File: config.mk
export PLATFORM = sky130hd
export DESIGN_NAME = sr_latch_driver_flat
export DESIGN_NICKNAME = d
export VERILOG_FILES = /design/src/rtl/sr_latch_driver_if.sv /design/src/rtl/sr_latch_driver.sv /design/src/flat_wrapper.sv
export SDC_FILE = /design/constraint.sdc
export NUM_CORES = 1
export LEC_CHECK = 0
export CAP_MARGIN = 30
export CORE_MARGIN = 4
export CORE_UTILIZATION = 47
export DETAILED_ROUTE_END_ITERATION = 7
export PLACE_DENSITY_LB_ADDON = 0.3
export SETUP_SLACK_MARGIN = 0.05
export SYNTH_ARGS = -nofsm -noshare
export SYNTH_HDL_FRONTEND = slang
export SYNTH_SLANG_ARGS = --single-unit
export TNS_END_PERCENT = 5
File: constraint.sdc
create_clock -name Clk -period 1.79 [get_ports Clk]
set_input_delay 0.4475 -clock Clk [delete_from_list [all_inputs] [get_ports Clk]]
set_output_delay 0.4475 -clock Clk [all_outputs]
set_load 0.03 [all_outputs]
File: src/rtl/sr_latch_driver_if.sv
// Signal bundle between the SR latch sequencer and the gated latch / request source.
interface sr_latch_driver_if;
    logic SetReq;
    logic ClrReq;
    logic Q;
    logic notQ;
    logic S;
    logic R;
    logic En;
    logic Busy;
    logic Done;
    logic Fault;
    logic Conflict;

    modport master (
        input  SetReq, ClrReq, Q, notQ,
        output S, R, En, Busy, Done, Fault, Conflict
    );

    modport slave (
        output SetReq, ClrReq, Q, notQ,
        input  S, R, En, Busy, Done, Fault, Conflict
    );
endinterface

File: src/rtl/sr_latch_driver.sv
// Sequences S/R setup, En pulse and S/R hold into a gated SR latch, then checks Q/notQ read-back.
module sr_latch_driver #(
    parameter int unsigned SETUP_CYC = 1,
    parameter int unsigned PULSE_CYC = 2,
    parameter int unsigned HOLD_CYC  = 1
) (
    input  logic                Clk,
    input  logic                Rst,
    sr_latch_driver_if.master   bus
);
    localparam int unsigned CNT_W = 8;

    // Zero-length phases are stretched to one cycle.
    localparam logic [CNT_W-1:0] SETUP_LD = CNT_W'((SETUP_CYC == 0) ? 1 : SETUP_CYC);
    localparam logic [CNT_W-1:0] PULSE_LD = CNT_W'((PULSE_CYC == 0) ? 1 : PULSE_CYC);
    localparam logic [CNT_W-1:0] HOLD_LD  = CNT_W'((HOLD_CYC  == 0) ? 1 : HOLD_CYC);

    typedef enum logic [2:0] {
        ST_IDLE  = 3'd0,
        ST_SETUP = 3'd1,
        ST_PULSE = 3'd2,
        ST_HOLD  = 3'd3,
        ST_CHECK = 3'd4
    } state_e;

    state_e           state_q, state_d;
    logic [CNT_W-1:0] cnt_q, cnt_d;
    logic             op_q, op_d;
    logic             s_q, s_d;
    logic             r_q, r_d;
    logic             en_q, en_d;
    logic             busy_q, busy_d;
    logic             done_q, done_d;
    logic             fault_q, fault_d;
    logic             conflict_q, conflict_d;

    logic             can_accept_c;
    logic             start_c;
    logic             both_c;
    logic             drive_c;

    always_ff @(posedge Clk) begin
        if (Rst) begin
            state_q    <= ST_IDLE;
            cnt_q      <= '0;
            op_q       <= 1'b0;
            s_q        <= 1'b0;
            r_q        <= 1'b0;
            en_q       <= 1'b0;
            busy_q     <= 1'b0;
            done_q     <= 1'b0;
            fault_q    <= 1'b0;
            conflict_q <= 1'b0;
        end else begin
            state_q    <= state_d;
            cnt_q      <= cnt_d;
            op_q       <= op_d;
            s_q        <= s_d;
            r_q        <= r_d;
            en_q       <= en_d;
            busy_q     <= busy_d;
            done_q     <= done_d;
            fault_q    <= fault_d;
            conflict_q <= conflict_d;
        end
    end

    always_comb begin
        state_d    = state_q;
        cnt_d      = cnt_q;
        op_d       = op_q;
        fault_d    = fault_q;
        done_d     = 1'b0;
        conflict_d = 1'b0;

        // Requests are taken in IDLE and on the CHECK exit edge, allowing back-to-back sequences.
        can_accept_c = (state_q == ST_IDLE) || (state_q == ST_CHECK);
        start_c      = can_accept_c && (bus.SetReq ^ bus.ClrReq);
        both_c       = can_accept_c && bus.SetReq && bus.ClrReq;

        if (start_c) begin
            state_d = ST_SETUP;
            op_d    = bus.SetReq;
            fault_d = 1'b0;
            cnt_d   = SETUP_LD;
        end
        if (both_c) begin
            conflict_d = 1'b1;
        end

        case (state_q)
            ST_SETUP: begin
                if (cnt_q <= CNT_W'(1)) begin
                    state_d = ST_PULSE;
                    cnt_d   = PULSE_LD;
                end else begin
                    cnt_d = cnt_q - CNT_W'(1);
                end
            end
            ST_PULSE: begin
                if (cnt_q <= CNT_W'(1)) begin
                    state_d = ST_HOLD;
                    cnt_d   = HOLD_LD;
                end else begin
                    cnt_d = cnt_q - CNT_W'(1);
                end
            end
            ST_HOLD: begin
                if (cnt_q <= CNT_W'(1)) begin
                    state_d = ST_CHECK;
                    cnt_d   = '0;
                end else begin
                    cnt_d = cnt_q - CNT_W'(1);
                end
            end
            ST_CHECK: begin
                done_d = 1'b1;
                // A read-back mismatch of the finishing op wins over a clear by a new accept.
                if ((bus.Q != op_q) || (bus.notQ == bus.Q)) begin
                    fault_d = 1'b1;
                end
                if (!start_c) begin
                    state_d = ST_IDLE;
                end
            end
            default: ;
        endcase

        drive_c = (state_d == ST_SETUP) || (state_d == ST_PULSE) || (state_d == ST_HOLD);
        s_d     = drive_c && op_d;
        r_d     = drive_c && !op_d;
        en_d    = (state_d == ST_PULSE);
        busy_d  = (state_d != ST_IDLE);
    end

    assign bus.S        = s_q;
    assign bus.R        = r_q;
    assign bus.En       = en_q;
    assign bus.Busy     = busy_q;
    assign bus.Done     = done_q;
    assign bus.Fault    = fault_q;
    assign bus.Conflict = conflict_q;

endmodule
File: src/flat_wrapper.sv
// flat-port wrapper written by rule: the top's interface ports become plain ports
module sr_latch_driver_flat 
#(
    parameter int unsigned SETUP_CYC = 1,
    parameter int unsigned PULSE_CYC = 2,
    parameter int unsigned HOLD_CYC  = 1
)
  (Clk, Rst, bus_SetReq, bus_ClrReq, bus_Q, bus_notQ, bus_S, bus_R, bus_En, bus_Busy, bus_Done, bus_Fault, bus_Conflict);
  sr_latch_driver_if bus_i ();
  input  logic Clk;
  input  logic Rst;
  input wire logic [$bits(bus_i.SetReq)-1:0] bus_SetReq;
  input wire logic [$bits(bus_i.ClrReq)-1:0] bus_ClrReq;
  input wire logic [$bits(bus_i.Q)-1:0] bus_Q;
  input wire logic [$bits(bus_i.notQ)-1:0] bus_notQ;
  output wire logic [$bits(bus_i.S)-1:0] bus_S;
  output wire logic [$bits(bus_i.R)-1:0] bus_R;
  output wire logic [$bits(bus_i.En)-1:0] bus_En;
  output wire logic [$bits(bus_i.Busy)-1:0] bus_Busy;
  output wire logic [$bits(bus_i.Done)-1:0] bus_Done;
  output wire logic [$bits(bus_i.Fault)-1:0] bus_Fault;
  output wire logic [$bits(bus_i.Conflict)-1:0] bus_Conflict;
  assign bus_i.SetReq = bus_SetReq;
  assign bus_i.ClrReq = bus_ClrReq;
  assign bus_i.Q = bus_Q;
  assign bus_i.notQ = bus_notQ;
  assign bus_S = bus_i.S;
  assign bus_R = bus_i.R;
  assign bus_En = bus_i.En;
  assign bus_Busy = bus_i.Busy;
  assign bus_Done = bus_i.Done;
  assign bus_Fault = bus_i.Fault;
  assign bus_Conflict = bus_i.Conflict;
  sr_latch_driver #(.SETUP_CYC(SETUP_CYC), .PULSE_CYC(PULSE_CYC), .HOLD_CYC(HOLD_CYC)) u_core (.Clk(Clk), .Rst(Rst), .bus(bus_i));
endmodule
# Word-level counts from Yosys, hierarchy flattened
# Cells that the tools add are included.
[classes] magnitude_cmp=1 muxes=17 n_bitwise=1 add_sub_neg=1 n_eq_ne=9 n_reduce_logical=13
[op_table] op="two-way mux 8 bit" count=4
[op_table] op="one-hot mux 8 bit (3 select lines)" count=1
[op_table] op="two-way mux 3 bit" count=5
[op_table] op="== test 3 x 2 -> 1 bit, second input constant" count=4
[op_table] op="one-hot mux 3 bit (4 select lines)" count=1
[op_table] op="less-or-equal comparator 8 x 1 -> 1 bit, second input constant" count=1
[op_table] op="subtractor 8 x 1 -> 8 bit, second input constant" count=1
[op_table] op="== test 3 x 1 -> 1 bit, second input constant" count=2
[op_table] op="two-way mux 1 bit" count=6
[op_table] op="logical AND 1 bit" count=5
[op_table] op="logical OR 1 bit" count=4
[op_table] op="nonzero test 4 bit" count=1
[op_table] op="== test 3 bit, second input constant" count=1
[op_table] op="zero test 3 bit" count=1
[op_table] op="nonzero test 3 bit" count=1
[op_table] op="== test 1 bit" count=1
[op_table] op="zero test 1 bit" count=1
[op_table] op="inequality test 1 bit" count=1
[op_table] op="XOR 1 bit" count=1
[word_totals] out_inout_bits=7 elab_cells=52 reg_bits=19 inputBits=6

# Longest topological paths before layout
# Gate-level depths: netlist of run 1.
[depth] depth_word=10 depth_mapped=6 ltp_nobuf=6

# Worst setup path after synthesis of run 1
# OpenSTA, ideal clock, no wires.
[synth_path] path_kind="reg-to-reg" start="register u_core.cnt_q[0]" end="register u_core.cnt_q[4]" path_slack_ps=-14 setup_ps=75 n_path_buf=0 stages_incl_launch_ff=7 synth_period_minus_slack_ps=1804 arrival_ps=1729 required_time_ps=1715 path_cell_list="dfxtp_1 > inv_1 > ha_1 > nor2_1 > o31ai_1 > or3_2 > a31oi_1"
[synth_between] elab_chain_len=3 word_cells_on_any_way=6 cone_classes="1 x add/sub; 1 x order compare; 4 x mux"
[synth_lines] element="start, declared" line_no="sr_latch_driver.sv:27" source="logic [CNT_W-1:0] cnt_q, cnt_d;"
[synth_lines] element="start signal, assigned" line_no="sr_latch_driver.sv:56" source="cnt_q <= cnt_d;"
[synth_lines] element="subtractor 8 x 1 -> 8 bit or less-or-equal comparator 8 x 1 -> 1 bit (tied branches)"
[synth_lines] element="two-way mux 8 bit, on equally long branches" line_no="sr_latch_driver.sv:109, sr_latch_driver.sv:93, sr_latch_driver.sv:101"
[synth_lines] element="one-hot mux 8 bit (3 select lines) *" line_no="sr_latch_driver.sv:91" source="case (state_q)"
# Every way passes the cells marked *; elsewhere a longest branch is shown, timed or not.
# A chain may end at the register's enable or synchronous reset.

# Worst setup path in the final report of run 1
[layout_path] start="register u_core.cnt_q[2]" end="register u_core.cnt_q[7]"
# The elaborated chain is that of the path after synthesis.

==> results.sh, run 1 <==
export IMPL_avgViaCountPerCell=5.45
export IMPL_post_route_period_util_pct=92.6
export IMPL_synthCells=106
export IMPL_first_global_vias=843
export IMPL_drc=0
export IMPL_synth_edff_count=0
export IMPL_synth_seq_cells=19
export IMPL_drv_slew=0
export IMPL_clkSinkCount=19
export IMPL_clock_path_buffers=2
export IMPL_fin_skew_ps=1.84
export IMPL_r2r_end="u_core.cnt_q[7]"
export IMPL_async_flop_share_pct=0
export IMPL_fp_dieArea_um2=2820
export IMPL_multi_input_area_um2=566
export IMPL_hold_viol=0
export IMPL_cts_hold_buf=0
export IMPL_rrSetupSlack_ps=130
export IMPL_yosysTopAreaCellShare_pct=39.8
export IMPL_cts_htree_levels=1
export IMPL_worstSkewPairLatency_ps=300
export IMPL_criticalPathCategory="reg -> reg"
export IMPL_initial_core_util_pct=49.2
export IMPL_yosys_warnings=0
export IMPL_io_buffers=12
export IMPL_gr_total_overflow=0
export IMPL_dp_slack_ps=-22.5
export IMPL_worst_pin_slew_ps=453
export IMPL_grt_max_degree=16
export IMPL_fmax_mhz=603
export IMPL_power_leakage_nw=0.599
export IMPL_critical_path_arrival_ps=1910
export IMPL_drt_pass1_iterations=4
export IMPL_std_cell_rows=16
export IMPL_wire_per_inst_um=13.9
export IMPL_hp_class="reg -> reg"
export IMPL_drt_wl_total_um=2210
export IMPL_drive_gt1_share_pct=26.5
export IMPL_clk_pin_slew_worst_paths_ps=100
export IMPL_ys_types=37
export IMPL_place_congestion=0.855
export IMPL_yosysSeqAreaShare_pct=39.8
export IMPL_rsz0062_at_grt="false"
export IMPL_period_minus_slack_ps=1660
export IMPL_cts_tree="done"
export IMPL_worstSetupEndpointType="register"
export IMPL_placedCellCount=155
export IMPL_startpoint_type="register"
export IMPL_grtUsageTotal_pct=18.5
export IMPL_cp_max_fo=6
export IMPL_setup_viol=0
export IMPL_fillCellCount=172
export IMPL_drt_initial_drc_count=12
export IMPL_synth_net_count=114
export IMPL_ctsRootBufferMaster="clkbuf_4"
export IMPL_area_growth_pct=32.2
export IMPL_core_um2=1940
export IMPL_synth_area_leaders="dfxtp_1 (40%), nor2_1 (4.7%), nor3_1 (3.7%), a22o_1 (2.8%), xnor2_1 (2.8%)"
export IMPL_avgSynthCellArea_um2=9.01
export IMPL_numCtsBuffers=3
export IMPL_drv_cap=0
export IMPL_dp_hpwl_um=1650
export IMPL_die_w_um=53.1
export IMPL_antenna_found_initial=0
export IMPL_peakVddDrop_uv=1450
export IMPL_dieHeight_um=53.1
export IMPL_fin_setup_tns_ps=0
export IMPL_synthesis_area_um2=955
export IMPL_setup_worst_path_start="u_core.cnt_q[2]"
export IMPL_r2r_start="u_core.cnt_q[2]"
export IMPL_post_cts_resized_instances=1
export IMPL_synth_main_ff_cell="dfxtp_1"
export IMPL_outcome="complete, no violations"
export IMPL_slew_headroom_pct=69.7
export IMPL_num_antenna_cells=0
export IMPL_num_nets_final=141
export IMPL_synth_area_leader_cell="dfxtp_1"
export IMPL_cp_endpoint="u_core.cnt_q[7]"
export IMPL_routed_via_count=867
export IMPL_ios=13
export IMPL_drtAntennaViolNets=0
export IMPL_cts_setup_buffers=0
export IMPL_power_mw=2.59
export IMPL_fin_ws_ps=132
export IMPL_grt_first_pass_wirelength_um=3820
export IMPL_regArea_um2=382
export IMPL_instances_no_fill=159
export IMPL_rr_worst_depth=4
export IMPL_p_per_area_nw_per_um2=2050
export IMPL_cp_required_ps=2040
## report_power, final
group / internal (mW) / switching [mW] / total (mW) / leakage (nW)
logic: 0.829 / 0.871 / 1.70 / 0.426
registers: 0.562 / 0.111 / 0.672 / 0.156
clock network: 0.0833 / 0.131 / 0.214 / 0.0177
total: 1.47 / 1.11 / 2.59 / 0.599
## cells in the mapped netlist (all sizes together) (2+ instances only)
library cell	count
nand2	4
a211oi	3
xnor2	3
inv	4
a21o	3
clkbuf	2
nor2	12
nand3b	2
or2	3
o21a	2
or4	2
ha	2
nor3	8
o21ai	4
buf	2
a22o	3
nand4	2
dfxtp	19
or3	4
o32ai	2
a21oi	4
nor2b	3
## cells in the final DEF (no fill, tap or decap), types with 4 or more instances in the layout
cell,n
dfxtp_1,18
o21ai_0,4
inv_1,4
clkdlybuf4s50_1,5
nor3_1,7
buf_4,14
nor2_1,11
dlymetal6s2s_1,6
nand2_1,4
a21oi_1,4
## flip-flops by register name, indices dropped and copies added, names as in the netlist
signal,cells
u_core.state_q,3
u_core.cnt_q,8
u_core.bus.Busy,1
u_core.bus.En,1
u_core.bus.Done,1
u_core.op_q,1
u_core.bus.Fault,1
u_core.bus.Conflict,1
u_core.bus.S,1
u_core.bus.R,1
## area by class of cell
class | instances | share of cell area, %
Clock buffer | 3 | 1.78
Clock inverter | 1 | 0.396
Inverter | 4 | 1.19
Multi-Input combinational cell | 79 | 44.8
Sequential cell | 19 | 30.2
Tap cell | 27 | 2.68
Timing Repair Buffer | 26 | 18.9
## critical path, stage by stage, from the launching register on
cell and delay (ps):
dfxtp_1 370, or4_4 560, or3_1 330, a211oi_1 260
a21o_1 110
## layer usage
metal  share of wire [%]  track usage, %  up-vias
met2                  49            29.8       23
met3                 2.7            2.54        4
met4                 1.8            8.94        0
li1                    -               -      443
met5                   0               0        -
met1                  47            24.1      397
## kinds of logic after synthesis
| logic type | share of synthesized area [%] |
|---|---|
| and+or+nand+nor | 28.8 |
| muxes | 2.23 |
| AOI/OAI and AO/OA | 20.3 |
| xor gates and xnor gates | 2.75 |
| adders and majority gates | 2.62 |
| buffers and inverters | 3.41 |
| DFF | 39.8 |
## worst min path at each step
| stage | startpoint | to | slack [ps] | cells after the start |
|---|---|---|---|---|
| after floorplan | u_core.cnt_q[3] | u_core.cnt_q[3] | 470 | 2 |
| after global placement | u_core.bus.Fault | u_core.bus.Fault | 470 | 2 |
| after detailed placement | u_core.bus.Fault | u_core.bus.Fault | 480 | 2 |
| after CTS | u_core.bus.Fault | u_core.bus.Fault | 500 | 2 |
| after global routing | u_core.bus.Fault | u_core.bus.Fault | 530 | 2 |
| final | u_core.bus.Fault | u_core.bus.Fault | 490 | 2 |
## stage by stage
step,instance area [µm²],hold WS (ps),util (%)
CTS,1220,496,63.1
global route,1260,530,65.0
detailed placement,1200,483,61.7
floorplan,957,470,-
finish,1260,491,65.0
global placement,1200,466,61.7
Power figures use the tool's default switching activity.
==> run 2: changes to the inputs <==
--- a/config.mk
+++ b/config.mk
@@ -5,10 +5,11 @@
 export SDC_FILE = /design/constraint.sdc
 export NUM_CORES = 1
 export LEC_CHECK = 0
-export CAP_MARGIN = 30
+export CAP_MARGIN = 20
 export CORE_MARGIN = 4
 export CORE_UTILIZATION = 47
 export DETAILED_ROUTE_END_ITERATION = 7
+export GPL_TIMING_DRIVEN = 0
 export PLACE_DENSITY_LB_ADDON = 0.3
 export SETUP_SLACK_MARGIN = 0.05
 export SYNTH_ARGS = -nofsm -noshare
==> results.sh, run 2 (synthesized netlist as in run 1, its figures left out) <==
export IMPL_startpoint_type="register"
export IMPL_peakVddDrop_uv=1460
export IMPL_worst_pin_slew_ps=484
export IMPL_rrSetupSlack_ps=60
export IMPL_drt_wl_total_um=2290
export IMPL_cts_tree="done"
export IMPL_grtUsageTotal_pct=18.0
export IMPL_outcome="complete, no violations"
export IMPL_placedCellCount=145
export IMPL_std_cell_rows=16
export IMPL_place_congestion=0.846
export IMPL_fillCellCount=169
export IMPL_slew_headroom_pct=67.6
export IMPL_p_per_area_nw_per_um2=2140
export IMPL_period_minus_slack_ps=1730
export IMPL_power_mw=2.63
export IMPL_largest_register="u_core.cnt_q"
export IMPL_hp_class="reg -> reg"
export IMPL_post_route_period_util_pct=96.7
export IMPL_critical_path_arrival_ps=1930
export IMPL_grt_max_degree=12
export IMPL_initial_core_util_pct=49.2
export IMPL_hold_depth=2
export IMPL_criticalPathCategory="reg -> reg"
export IMPL_grt_first_pass_wirelength_um=3710
export IMPL_fin_skew_ps=7.73
export IMPL_drt_initial_drc_count=16
export IMPL_num_antenna_cells=0
export IMPL_fin_ws_ps=59.9
export IMPL_drc=0
export IMPL_final_common_cell="dfxtp_1"
export IMPL_hold_viol=0
export IMPL_critPathSlowestCell="or4_4"
export IMPL_clock_path_buffers=2
export IMPL_dieHeight_um=53.1
export IMPL_rr_worst_depth=5
export IMPL_antenna_found_initial=0
export IMPL_first_global_vias=840
export IMPL_gr_total_overflow=0
export IMPL_dp_hpwl_um=1560
export IMPL_clk_pin_slew_worst_paths_ps=110
export IMPL_fmax_mhz=578
export IMPL_drtAntennaViolNets=0
export IMPL_power_leakage_nw=0.583
export IMPL_numCtsBuffers=3
export IMPL_crit_cells=5
export IMPL_wire_per_inst_um=14.9
export IMPL_io_buffers=12
export IMPL_largest_reg_flops=8
export IMPL_routed_via_count=868
export IMPL_slowest_delay_ps=590
export IMPL_crit_chain="or4_4 > nor3_4 > buf_4 > nor4b_2 > nor3_1"
export IMPL_avgViaCountPerCell=5.67
export IMPL_clkSinkCount=19
export IMPL_utilization_pct=63.4
export IMPL_path_buf_inv=1
export IMPL_die_w_um=53.1
export IMPL_hold_slack_ps=496
export IMPL_setup_viol=0
export IMPL_fp_dieArea_um2=2820
export IMPL_top_regs="u_core.cnt_q (8), u_core.state_q (3)"
export IMPL_instances_no_fill=153
export IMPL_dp_slack_ps=-200
export IMPL_cp_max_fo=8
export IMPL_cts_hold_buf=0
export IMPL_worstSetupEndpointType="register"
export IMPL_num_nets_final=135
export IMPL_worstSkewPairLatency_ps=310
export IMPL_most_common_layout_cells="dfxtp_1 (15), nor2_1 (11), nor3_1 (7), dlymetal6s2s_1 (7), clkdlybuf4s50_1 (5)"
export IMPL_drv_cap=0
export IMPL_rsz0062_at_grt="true"
export IMPL_path_delay_family="simple AND/OR/NAND/NOR gates"
export IMPL_cts_htree_levels=1
export IMPL_area_growth_pct=29.0
export IMPL_ios=13
export IMPL_drt_pass1_iterations=4
export IMPL_cp_required_ps=1990
export IMPL_drive_gt1_share_pct=26.2
export IMPL_core_um2=1940
export IMPL_ctsRootBufferMaster="clkbuf_4"
export IMPL_drv_slew=0
run 2: layout make-up:
| class | instances | area [µm²] | share of cell area [%] |
|---|---|---|---|
| multi-input cells | 79 | 582 | 47.3 |
| repair buffers | 16 | 168 | 13.6 |
| plain buffers | 4 | 17.5 | 1.42 |
| inverters | 4 | 15.0 | 1.22 |
| flip-flops and latches | 19 | 388 | 31.5 |
| clock buffers | 3 | 22.5 | 1.83 |
| well taps | 27 | 33.8 | 2.74 |
| clock inverters | 1 | 5.00 | 0.407 |
run 2: repair_timing:
| action | in CTS | in global routing |
|---|---|---|
| pin swaps | 2 | 2 |
| setup endpoints to repair | 18 | 19 |
| gates resized for setup | 2 | 17 |
| buffers inserted | 4 | 0 |
run 2: worst min-delay path, delay by kind of cell (launching register included):
kind / cells / cell delay [ps]
flops: 1 / 320
compound gates: 2 / 130
run 2: routing by layer:
metal | wire length, µm | global-route usage, % | vias to the layer above | part of all wire, %
met3 | 81 | 4.23 | 7 | 3.5
li1 | - | - | 430 | -
met1 | 1020 | 22.1 | 407 | 45
met5 | 0 | 0 | - | 0
met2 | 1120 | 29.1 | 24 | 49
met4 | 57 | 9.36 | 0 | 2.5
run 2: worst paths after layout:
path	to	from
hold / removal	u_core.bus.Fault	u_core.bus.Fault
setup reg to reg	u_core.state_q[0]	u_core.cnt_q[4]
setup / recovery	u_core.state_q[0]	u_core.cnt_q[4]
hold reg to reg	u_core.bus.Fault	u_core.bus.Fault
run 2: stage by stage:
| step | TNS [ps] | instance area, µm² |
|---|---|---|
| finish | 0 | 1230 |
| floorplan | 0 | 957 |
| detailed placement | -1250 | 1110 |
| CTS | 0 | 1170 |
| global route | 0 | 1230 |
| global placement | -992 | 1110 |
run 2: power by group:
group	internal [mW]	total (mW)	leakage [nW]	switching (mW)
logic	0.826	1.71	0.408	0.885
clock network	0.0837	0.226	0.0177	0.142
registers	0.573	0.697	0.157	0.123
total	1.48	2.63	0.583	1.15
